## config.mk

```make
export PLATFORM = sky130hd
export DESIGN_NAME = aes_round_ctrl
export DESIGN_NICKNAME = d
export VERILOG_FILES = /design/src/rtl/aes_pkg.sv /design/src/rtl/aes_round_cnt.sv /design/src/rtl/aes_round_ctrl.sv
export SDC_FILE = /design/constraint.sdc
export NUM_CORES = 1
export LEC_CHECK = 0
export CAP_MARGIN = 30
export CORE_MARGIN = 2
export CORE_UTILIZATION = 40
export CTS_CLUSTER_DIAMETER = 30
export DETAILED_ROUTE_END_ITERATION = 10
export GPL_TIMING_DRIVEN = 0
export MAX_ROUTING_LAYER = met4
export PLACE_DENSITY = 0.71
export SYNTH_ARGS = -nofsm -noshare
export SYNTH_HDL_FRONTEND = slang
export SYNTH_SLANG_ARGS = --single-unit
```

## constraint.sdc

```tcl
create_clock -name clk -period 3.1 [get_ports clk]
set_clock_uncertainty 0.2 [all_clocks]
set_input_delay 0.31 -clock clk [delete_from_list [all_inputs] [get_ports clk]]
set_output_delay 0.31 -clock clk [all_outputs]
set_load 0.01 [all_outputs]
```

## src/rtl/aes_pkg.sv

```systemverilog
// Shared types and constants for the AES round sequencer.
package aes_pkg;

    typedef enum logic [2:0] {
        ST_IDLE,
        ST_KEXP,
        ST_LOAD,
        ST_ROUND,
        ST_FINAL,
        ST_HOLD
    } state_t;

    localparam int AES128_NR = 10;
    localparam int AES192_NR = 12;
    localparam int AES256_NR = 14;

    localparam int RK_IDX_W = 4;

endpackage

```

## src/rtl/aes_round_cnt.sv

```systemverilog
// Round / sub-cycle counter: init loads round 1, adv steps through sub-cycles and rounds.
module aes_round_cnt
    import aes_pkg::*;
#(
    parameter int NR            = AES256_NR,
    parameter int CYC_PER_ROUND = 1,
    localparam int S_W          = $clog2(CYC_PER_ROUND + 1)
) (
    input  logic                clk,
    input  logic                rst,
    input  logic                init,
    input  logic                adv,
    output logic [RK_IDX_W-1:0] r,
    output logic                commit,
    output logic                last_round
);

    logic [S_W-1:0] s;

    assign commit     = (s == S_W'(CYC_PER_ROUND - 1));
    assign last_round = (r == RK_IDX_W'(NR - 1));

    // NOTE: sequential state uses non-blocking assignments so every register samples pre-edge values.
    always_ff @(posedge clk) begin
        if (rst) begin
            r <= '0;
            s <= '0;
        end else if (init) begin
            r <= RK_IDX_W'(1);
            s <= '0;
        end else if (adv) begin
            if (commit) begin
                s <= '0;
                if (r != RK_IDX_W'(NR)) r <= r + 1'b1;
            end else begin
                s <= s + 1'b1;
            end
        end
    end

endmodule

```

## src/rtl/aes_round_ctrl.sv

```systemverilog
// AES round sequencer: request handshake, key-expansion trigger, per-round strobes.
// Optional decryption direction is enabled by defining AES_DEC_EN.
module aes_round_ctrl
    import aes_pkg::*;
#(
    parameter int NR            = AES256_NR,
    parameter int CYC_PER_ROUND = 1
) (
    input  logic                clk,
    input  logic                rst,
    input  logic                key_load,
    output logic                ke_start,
    input  logic                ke_done,
    input  logic                in_valid,
    output logic                in_ready,
    input  logic                in_dec,
    output logic                dp_load,
    output logic                dp_round,
    output logic                dp_commit,
    output logic                dp_final,
    output logic                dp_dec,
    output logic [RK_IDX_W-1:0] rk_idx,
    output logic                out_valid,
    input  logic                out_ready,
    output logic                busy
);

    localparam logic [RK_IDX_W-1:0] NR_IDX = RK_IDX_W'(NR);

    state_t              state, state_next;
    logic                key_valid, key_pend, ke_start_q, dec, accept;
    logic [RK_IDX_W-1:0] r;
    logic                commit, last_round;

    aes_round_cnt #(.NR(NR), .CYC_PER_ROUND(CYC_PER_ROUND)) u_cnt (
        .clk        (clk),
        .rst        (rst),
        .init       (state == ST_LOAD),
        .adv        (state == ST_ROUND || state == ST_FINAL),
        .r          (r),
        .commit     (commit),
        .last_round (last_round)
    );

    // A new key in IDLE takes priority over a simultaneous request.
    assign in_ready = (state == ST_IDLE) && key_valid && !key_load;
    assign accept   = in_valid && in_ready;

    // NOTE: every always_comb output gets a default first so no path leaves a latch.
    always_comb begin
        state_next = state;
        case (state)
            ST_IDLE:  if (key_load) state_next = ST_KEXP;
                      else if (accept) state_next = ST_LOAD;
            ST_KEXP:  if (!key_load && ke_done) state_next = ST_IDLE;
            ST_LOAD:  state_next = ST_ROUND;
            ST_ROUND: if (commit && last_round) state_next = ST_FINAL;
            ST_FINAL: if (commit) state_next = ST_HOLD;
            ST_HOLD:  if (out_ready) state_next = (key_pend || key_load) ? ST_KEXP : ST_IDLE;
            default:  state_next = ST_IDLE;
        endcase
    end

    always_ff @(posedge clk) begin
        if (rst) begin
            state      <= ST_IDLE;
            key_valid  <= 1'b0;
            key_pend   <= 1'b0;
            ke_start_q <= 1'b0;
        end else begin
            state      <= state_next;
            ke_start_q <= (state_next == ST_KEXP) && (state != ST_KEXP || key_load);
            if (key_load) key_valid <= 1'b0;
            else if (state == ST_KEXP && ke_done) key_valid <= 1'b1;
            if (state_next == ST_KEXP) key_pend <= 1'b0;
            else if (key_load && state inside {ST_LOAD, ST_ROUND, ST_FINAL, ST_HOLD}) key_pend <= 1'b1;
        end
    end

`ifdef AES_DEC_EN
    logic dec_q;
    always_ff @(posedge clk) begin
        if (rst) dec_q <= 1'b0;
        else if (accept) dec_q <= in_dec;
    end
    assign dec = dec_q;
`else
    logic unused_in_dec;
    assign unused_in_dec = in_dec;
    assign dec = 1'b0;
`endif

    always_comb begin
        dp_load   = 1'b0;
        dp_round  = 1'b0;
        dp_commit = 1'b0;
        dp_final  = 1'b0;
        out_valid = 1'b0;
        rk_idx    = '0;
        case (state)
            ST_LOAD: begin
                dp_load = 1'b1;
                rk_idx  = dec ? NR_IDX : '0;
            end
            ST_ROUND: begin
                dp_round  = 1'b1;
                dp_commit = commit;
                rk_idx    = dec ? NR_IDX - r : r;
            end
            ST_FINAL: begin
                dp_round  = 1'b1;
                dp_final  = 1'b1;
                dp_commit = commit;
                rk_idx    = dec ? '0 : NR_IDX;
            end
            ST_HOLD: begin
                out_valid = 1'b1;
                rk_idx    = dec ? '0 : NR_IDX;
            end
            default: ;
        endcase
    end

    assign dp_dec   = dec && (state inside {ST_LOAD, ST_ROUND, ST_FINAL, ST_HOLD});
    assign busy     = (state != ST_IDLE);
    assign ke_start = ke_start_q;

endmodule

```

==> flow_summary_export.csv <==
group,metric,value,unit
floorplan,die_y,43.4,um
place,dp.cells,106,
synth,avgSynthCellArea,8.39,um2
flow_run,maxCapViolCount,0,
routing,drc,0,
floorplan,core_area,1470,um2
clocking,clock_latency,270,ps
hold_path,hold_start,"rst",
power,p_leak,0.362,nW
clocking,cts_buffers,3,
synth,synth.distinct_cells,34,
finish,final_cell_count_no_fill,110,
synth,ys_seq_area_share,32.3,%
sta,drv_slew,0,
synth,synth_area,621,um2
worst_setup_path,cp-start-kind,"register",
worst_setup_path,arrival,1860,ps
grt,grt_pass1_wl,2060,um
routing,wire_per_inst,11.2,um
grt,grt_usage,15.0,%
finish,num_antenna_cells,0,
routing,vias,561,
finish,multi_input_area,370,um2
finish,fillers,134,
grt,grt_max_degree,11,
routing,wl,1230,um
floorplan,die_x,43.4,um
floorplan,rows,14,
clocking,hold_buffers,0,
routing,drt_first_pass_iters,4,
sta,post-route-period-util,76.5,%
floorplan,initial_core_util,42.2,%
worst_setup_path,r2r-end,"u_cnt.r[1]$_SDFFE_PP0P_",
finish,final_nets,105,
sta,hold_violations,0,
grt,grt_overflow,0,
worst_setup_path,critPathKind,"reg -> out",
place,port_buffers,16,
worst_setup_path,r2r_cells,4,
clocking,clock_path_buffers,2,
hold_path,holdCritPathClass,"in -> reg",
power,p_total,279,uW
finish,areaGrowthSynthToFinish,34.9,%
synth,yosysWarnings,0,
synth,syn-num-nets,84,
place,gp_congestion,0.777,
synth,synth_cells,74,
clocking,h-tree-depth,1,
power,power_per_cell_area,334,nW/um2
clocking,post_cts_resized,0,
clocking,cts.clk_slew.worst_paths,70,ps
finish,regArea,200,um2
outcome,outcome,"finished clean",
clocking,clock-sinks,10,
clocking,clockRootBuffer,"clkbuf_4",
hold_path,min_to,"key_pend$_SDFFE_PP0P_",
sta,rsz0062_at_grt,"false",
sta,setup_violations,0,
sta,fin_setup_tns,0,ps
clocking,post-cts-setup-buffers,0,
routing,drtAntennaViolNets,0,
grt,grt_pass1_vias,489,
sta,fmax,0.422,GHz
hold_path,holdPathStages,2,
worst_setup_path,rrSetupSlack,1520,ps
floorplan,io_pins,20,
sta,period_needed,2370,ps
worst_setup_path,reg2reg_from,"state[2]$_SDFF_PP0_",
floorplan,die-area,1880,um2
synth,ys_ff_latch,10,
power,vdd_drop_max,0.000259,V
routing,via_per_inst,5.10,
worst_setup_path,endpoint_kind,"output pin",
grt,antenna_found_initial,0,
routing,dr.first_iter.drc_count,3,
clocking,cts_tree,"built",
place,hpwl,938,um
worst_setup_path,worstPathRequired,2590,ps
finish,drive_gt1_share,18.1,%
worst_setup_path,cp_max_fo,9,
==> worst max path at each step <==
stage,depth (start not counted),to,slack (ps),startpoint
final,5,dp_round,730,state[2]$_SDFF_PP0_
after CTS,5,dp_round,720,state[2]$_SDFF_PP0_
after global routing,4,dp_round,600,state[2]$_SDFF_PP0_
after detailed placement,4,in_ready,840,key_load
after floorplan,4,dp_round,1480,state[0]$_SDFF_PP0_
after global placement,4,in_ready,850,key_load
==> sequential cells by signal (all words and copies together), names as in the netlist <==
name	count
ke_start	1
key_pend	1
key_valid	1
state	3
u_cnt.r	4
==> layout by cell type (no fill, tap or decap), drive strengths merged, types with 2 or more instances in the layout <==
master          n
nand2          10
nor3            2
or2             2
ha              3
and2            2
nor2            4
dfxtp          10
nor2b           2
a211oi          2
clkbuf          5
and3b           2
a21oi           5
buf             4
nand2b          3
clkdlybuf4s50  16
and3            2
a31oi           2
xnor2           2
inv             3
o211ai          2
==> layout make-up <==
type	count	area share, %
tap	16	2.39
timing repair buffer	16	19.1
inverter	3	1.35
buffer	5	4.63
clock buffer	4	4.33
sequential	10	23.9
multi-input combinational	56	44.2
==> per-stage QoR <==
step / area, um2 / setup slack (ps) / hold slack (ps) / utilization, %
2_1_floorplan: 621 / 1480 / 189 / -
3_3_place_gp: 801 / 853 / 311 / 54.4
3_5_place_dp: 801 / 844 / 323 / 54.4
4_1_cts: 837 / 717 / 106 / 56.9
5_1_grt: 837 / 598 / 124 / 56.9
6_report: 837 / 729 / 104 / 56.9
==> cell families after synthesis <==
group	after synthesis	share of synthesized area, %
flops	10	32.3
fa+ha+maj	3	6.05
simple gates	34	31.5
other cells	1	0.604
buf+inv	8	8.06
xor+xnor	3	4.23
compound gates	15	17.3
==> synthesized netlist by cell type <==
library cell	count	area, um2
dfxtp_1	10	200
nand2_1	10	37.5
a21oi_1	4	20.0
nor2_1	4	15.0
buf_4	3	22.5
ha_1	3	37.5
inv_1	3	11.3
nand2b_1	3	18.8
a31oi_1	2	12.5
and3_1	2	12.5
and3b_1	2	17.5
nor2b_1	2	12.5
nor3_1	2	10.0
o211ai_1	2	15.0
or2_1	2	12.5
xnor2_1	2	17.5
a211oi_1	1	7.51
a211oi_2	1	12.5
a21oi_2	1	8.76
a41o_1	1	10.0
and2_1	1	6.26
and2_2	1	7.51
and2b_2	1	8.76
and4_4	1	11.3
buf_6	1	11.3
clkbuf_2	1	5.00
conb_1	1	3.75
nand3_1	1	5.00
nor3b_2	1	12.5
o21a_2	1	8.76
o21ai_0	1	5.00
o31ai_1	1	7.51
or3_2	1	7.51
xor2_1	1	8.76
==> critical path: stages (launching register included) <==
cell             delay (ps)
dfxtp_1                 440
and3b_1                 210
buf_6                   130
or2_1                   220
buf_4                   130
clkdlybuf4s50_1         460
==> metal layers <==
metal  share of wire (%)  GRT usage (%)
met4                 1.7           9.09
met5                   0              -
met1                  50           20.2
met2                  44           20.9
met3                 4.1           2.50
==> report_power, final <==
part / switching [mW] / total (mW) / leakage [nW] / internal, mW
clock: 0.0478 / 0.119 / 0.0210 / 0.0714
combinational: 0.0126 / 0.0279 / 0.260 / 0.0153
sequential: 0.00135 / 0.132 / 0.0812 / 0.131
total: 0.0618 / 0.279 / 0.362 / 0.218
(Power assumes the default switching activity.)
==> variant 1 (config.mk and constraints unchanged) <==
The option `AES_DEC_EN` is turned on by a define.
--- a/src/rtl/aes_round_ctrl.sv
+++ b/src/rtl/aes_round_ctrl.sv
@@ -1,5 +1,7 @@
 // AES round sequencer: request handshake, key-expansion trigger, per-round strobes.
 // Optional decryption direction is enabled by defining AES_DEC_EN.
+`define AES_DEC_EN
+
 module aes_round_ctrl
     import aes_pkg::*;
 #(
Check against the original RTL: not equivalent (a bounded check fails within 4 cycles, from zero or initial values and one cycle with rst high).
==> variant 1 against the original RTL <==
  * Worst setup slack lost 490 ps
  * Non-clock buffer count grew 2
  * Sequential power grew 9.8%
  * Total power grew 2.7%
  * Cell area grew 20%
  * Wire length grew 41%
  * Largest cell class unchanged
  * Highest routed layer unchanged
  * Area after synthesis grew 22%
  * Synthesized cell count grew 34%
  * Sequential cell count grew 1
  * Global-route usage grew 4.5 points
==> variant 1: results (changes against the original RTL) <==
* Maximum number of pins on one net before global-route repair at 11 (unchanged)
* Sequential-to-total area share from yosys stat at 0.290 (-0.0322)
* Share of layout cells above drive strength 1 at 0.123 (-0.0579)
* Global-route met2 utilization at 0.265 (+0.0559)
* Startpoint of the lowest-slack hold path: key_valid$_SDFFE_PP0P_
* Number of nets in the layout at 135 (+29%)
* Post-synth top cells: 12 x nand2_1, 11 x dfxtp_1, 9 x inv_1, 8 x a21oi_1, 6 x nor2_1
* Per-cell routed wire length at 11.8 um (+5.8%)
* Status: completed
* Count of H-tree levels built during CTS at 1 (unchanged)
* Transition time at the pin with the least slew margin at 522 ps
* Met1 routed wirelength after detailed routing at 847 um (+37%)
* Register-to-Register Setup Slack at 1330 ps (-190 ps)
* Post-CTS setup buffer count at 0 (unchanged)
* Mapped Nets at 111 (+32%)
* Sequential Power at 145 uW (+9.8%)
* Port buffer count at 19 (+3)
* Wire length of the first global-routing pass at 2.96 mm (+43%)
* Hpwl dp at 1.32 mm (+40%)
* Hold Crit Endpoint: key_valid$_SDFFE_PP0P_
* Clock buffer depth at 2 (unchanged)
* Internal power at 212 uW (-2.5%)
* Gr usage total at 0.195 (+0.0453)
* Vias per std cell at 5.19 (+1.8%)
* Filler cell count at 183 (+37%)
* Met3 layer usage reported by global route at 0.0340 (+0.00896)
* Leading cell types by total area after synthesis: dfxtp_1 29%, ha_1 8.3%, nand2_1 5.9%
* Antenna diode instance count at 0 (unchanged)
* RR Endpoint: u_cnt.r[0]$_SDFFE_PP0P_
* Clk pin slew, worst setup/hold paths at ~80 ps
* Via count of the first global-routing pass at 685 (+40%)
* Placer congestion estimate at 0.858 (+10%)
* Number of cells on the worst reg-to-reg path at 5 (+1)
* Synthesized instance count at 99 (+34%)
* Met1 usage at 0.268 (+0.0666)
* Data arrival at the endpoint of the critical path at 2350 ps (+490 ps)
* Share of power burned in combinational logic at 0.116 (+0.016)
* Total met2 wirelength after detailed routing at 755 um (+41%)
* Launching point of the worst reg2reg path: u_cnt.r[0]$_SDFFE_PP0P_
* Maximum cell stage delay along the critical path at 560 ps (+100 ps)
* Number of detailed-route iterations in the first pass at 4 (unchanged)
* Clock insertion delay at the later pin of the skew report at 290 ps (+20 ps)
* Static Leakage at 0.000394 uW (+8.7%)
* Cell variety after synth at 34 (unchanged)
* Met3 wirelength from detailed routing at 91 um (+78%)
* Number of instances on the worst hold path at 2 (unchanged)
* Initial drt markers at 9 (+6)
* Final standard cell count with taps included and fillers excluded at 147 (+34%)
* Min-Delay Path Class: reg2reg
* Worst-path maximum fanout at 10 (+1)
* Antenna violations before repair at 0 (unchanged)
* Maximum vdd ir drop at 0.249 mV (-3.8%)
* Number of instances resized during post-cts repair at 0 (unchanged)
==> variant 1: cell count changes in the layout (fill, tap and decap cells not counted), moves of 3 or more <==
cell	before	now
or3_1	0	3
nand3_1	1	4
inv_1	3	9
o21ai_0	1	4
a21oi_1	4	8
clkdlybuf4s50_1	16	19
==> variant 1: worst max path at each step <==
stage | to | from | slack [ps] | depth (start not counted)
final | rk_idx[3] | state[1]$_SDFF_PP0_ | 240 | 6
after global routing | rk_idx[3] | state[1]$_SDFF_PP0_ | 150 | 6
after CTS | rk_idx[3] | state[1]$_SDFF_PP0_ | 250 | 6
after detailed placement | rk_idx[3] | state[1]$_SDFF_PP0_ | 570 | 6
after global placement | rk_idx[3] | state[1]$_SDFF_PP0_ | 580 | 6
after floorplan | rk_idx[3] | state[1]$_SDFF_PP0_ | 1120 | 5
==> variant 1: cells by family after synthesis <==
| kind of cell | share of synthesized area |
|---|---|
| compound gates | 0.158 |
| xor+xnor | 0.0116 |
| fa+ha+maj | 0.0825 |
| buf+inv | 0.0924 |
| flops | 0.290 |
| mux | 0.0264 |
| simple gates | 0.338 |
==> variant 1: cell type report <==
class	instances	area, um2	area share
well taps	25	31.3	0.0311
inverters	10	38.8	0.0386
clock buffers	4	26.3	0.0261
flip-flops and latches	11	220	0.219
repair buffers	19	190	0.189
multi-input cells	74	468	0.465
plain buffers	4	31.3	0.0311
==> variant 1: stage by stage <==
stage / hold slack [ps] / cell area, um2 / setup slack (ps) / total power, uW
final: 354 / 1010 / 237 / 287
after global routing: 377 / 1010 / 149 / 297
after CTS: 349 / 1010 / 251 / 288
after detailed placement: 339 / 980 / 574 / 182
after global placement: 320 / 980 / 579 / 182
after floorplan: 179 / 758 / 1120 / 165
==> variant 2 (config.mk and constraints unchanged) <==
Made on the original files. Add an input register stage for `key_load`, cleared by the reset; this delays it by one clock. The other inputs are not delayed to match.
--- a/src/rtl/aes_round_ctrl.sv
+++ b/src/rtl/aes_round_ctrl.sv
@@ -27,6 +27,16 @@
 
     localparam logic [RK_IDX_W-1:0] NR_IDX = RK_IDX_W'(NR);
 
+    logic key_load_q;
+
+    always_ff @(posedge clk) begin
+        if (rst) begin
+            key_load_q <= '0;
+        end else begin
+            key_load_q <= key_load;
+        end
+    end
+
     state_t              state, state_next;
     logic                key_valid, key_pend, ke_start_q, dec, accept;
     logic [RK_IDX_W-1:0] r;
@@ -43,20 +53,20 @@
     );
 
     // A new key in IDLE takes priority over a simultaneous request.
-    assign in_ready = (state == ST_IDLE) && key_valid && !key_load;
+    assign in_ready = (state == ST_IDLE) && key_valid && !key_load_q;
     assign accept   = in_valid && in_ready;
 
     // NOTE: every always_comb output gets a default first so no path leaves a latch.
     always_comb begin
         state_next = state;
         case (state)
-            ST_IDLE:  if (key_load) state_next = ST_KEXP;
+            ST_IDLE:  if (key_load_q) state_next = ST_KEXP;
                       else if (accept) state_next = ST_LOAD;
-            ST_KEXP:  if (!key_load && ke_done) state_next = ST_IDLE;
+            ST_KEXP:  if (!key_load_q && ke_done) state_next = ST_IDLE;
             ST_LOAD:  state_next = ST_ROUND;
             ST_ROUND: if (commit && last_round) state_next = ST_FINAL;
             ST_FINAL: if (commit) state_next = ST_HOLD;
-            ST_HOLD:  if (out_ready) state_next = (key_pend || key_load) ? ST_KEXP : ST_IDLE;
+            ST_HOLD:  if (out_ready) state_next = (key_pend || key_load_q) ? ST_KEXP : ST_IDLE;
             default:  state_next = ST_IDLE;
         endcase
     end
@@ -69,11 +79,11 @@
             ke_start_q <= 1'b0;
         end else begin
             state      <= state_next;
-            ke_start_q <= (state_next == ST_KEXP) && (state != ST_KEXP || key_load);
-            if (key_load) key_valid <= 1'b0;
+            ke_start_q <= (state_next == ST_KEXP) && (state != ST_KEXP || key_load_q);
+            if (key_load_q) key_valid <= 1'b0;
             else if (state == ST_KEXP && ke_done) key_valid <= 1'b1;
             if (state_next == ST_KEXP) key_pend <= 1'b0;
-            else if (key_load && state inside {ST_LOAD, ST_ROUND, ST_FINAL, ST_HOLD}) key_pend <= 1'b1;
+            else if (key_load_q && state inside {ST_LOAD, ST_ROUND, ST_FINAL, ST_HOLD}) key_pend <= 1'b1;
         end
     end
 
Function: changed (a bounded check fails within 4 cycles, from zero or initial values and one cycle with rst high).
==> variant 2 against the original RTL <==
  * Non-clock buffer count increased by 1
  * Cell area is 12% higher
  * Wire length increased by 18%
  * Count of clock-buffer cells in the layout did not move
  * Clock power down 15%
  * Total power up 1.7%
  * Area after synthesis is 16% higher
  * Maximum frequency shrank 3.6%
  * Sequential share of layout area shrank 0.45 points
  * Sequential cell count up 1
  * Worst setup slack got worse by 88 ps
  * Critical path depth stayed put
  * Largest cell class unchanged
==> variant 2: results (changes against the original RTL) <==
* Wire length of the first global-routing pass at 2.36 mm (+14%)
* Gr usage total at 0.162 (+0.0122)
* Synthesized instance count at 79 (+6.8%)
* Number of nets in the layout at 112 (+6.7%)
* Placed instance area at 912 um2 (+14%)
* Internal power at 214 uW (-1.5%)
* Hpwl dp at 1.08 mm (+15%)
* Static Leakage at 0.000420 uW (+16%)
* Instance count after placement with tap cells included at 120 (+13%)
* Sequential-to-total area share from yosys stat at 0.306 (-0.0170)
* Leading cell types by total area after synthesis: dfxtp_1 31%, ha_1 8.7%, buf_4 4.2%
* Data arrival at the endpoint of the critical path at 1950 ps (+90 ps)
* Maximum vdd ir drop at 0.211 mV (-18%)
* Number of detailed-route iterations in the first pass at 2 (-2)
* Flip-flop cell with the highest count after synthesis: dfxtp_1
* Share of layout cells above drive strength 1 at 0.162 (-0.0192)
* Mapped Nets at 91 (+8.3%)
* Cell variety after synth at 36 (+5.9%)
* Via count of the routed design at 613 (+9.3%)
* Vias per std cell at 4.94 (-3.1%)
* Post-synth top cells: 11 x dfxtp_1, 7 x nor2_1, 5 x ha_1, 5 x inv_1
* Status: completed
* Initial drt markers at 15 (+12)
* Via count of the first global-routing pass at 550 (+12%)
* Per-cell routed wire length at 11.7 um (+4.3%)
* Placer congestion estimate at 0.804 (+3.4%)
## variant 2: worst paths after layout
path | end | startpoint | slack [ps] | depth (start not counted)
setup / recovery | dp_round | state[1]$_SDFF_PP0_ | 640 | 5
hold / removal | key_load_q$_SDFF_PP0_ | rst | 200 | 2
setup reg to reg | u_cnt.r[0]$_SDFFE_PP0P_ | state[1]$_SDFF_PP0_ | 1510 | 5
hold reg to reg | key_pend$_SDFFE_PP0P_ | key_pend$_SDFFE_PP0P_ | 320 | 2
## variant 2: final cells by class
type / instances / area, um2
Sequential cell: 11 / 220
Tap cell: 25 / 31.3
Multi-Input combinational cell: 57 / 437
Timing Repair Buffer: 16 / 160
Clock buffer: 4 / 26.3
Fill cell: 167 / 769
Buffer: 6 / 45.0
Inverter: 5 / 18.8
## variant 2: kinds of logic (layout without fill, tap and decap cells)
group / after synthesis / count (layout) / share of synthesized area
xor gates and xnor gates: 3 / 3 / 0.0365
other: 1 / 1 / 0.00520
DFF: 11 / 11 / 0.306
adders and majority gates: 5 / 5 / 0.0868
buffers and inverters: 11 / 31 / 0.0885
and+or+nand+nor: 32 / 32 / 0.278
AOI/OAI and AO/OA: 16 / 16 / 0.200
## variant 2: metal layers
layer / up-vias / GRT usage / routed length [um]
met2: 11 / 0.219 / 649
met4: 0 / 0.103 / 33
met1: 284 / 0.214 / 713
met3: 4 / 0.0353 / 48
li1: 314 / - / -
met5: - / - / 0
## variant 2: critical path, delay by kind of cell, from the launching register on
kind,cells,cell delay (ps)
flip-flops,1,400
AND/OR/NAND/NOR,2,520
buffers and inverters,3,750
## variant 2: power by group through the flow
stage          combinational (uW)  clock, uW  sequential, uW
5_1_grt                      38.3        106             149
3_3_place_gp                 34.5          0             152
2_1_floorplan                21.0          0             151
6_report                     34.9        101             149
4_1_cts                      35.2        103             148
3_5_place_dp                 35.1          0             152
## variant 2: metrics by stage
step | setup slack (ps) | utilization | total power [uW]
floorplan | 1360 | - | 172
global route | 555 | 0.549 | 294
finish | 641 | 0.549 | 284
CTS | 634 | 0.549 | 287
global placement | 941 | 0.534 | 186
detailed placement | 935 | 0.534 | 187
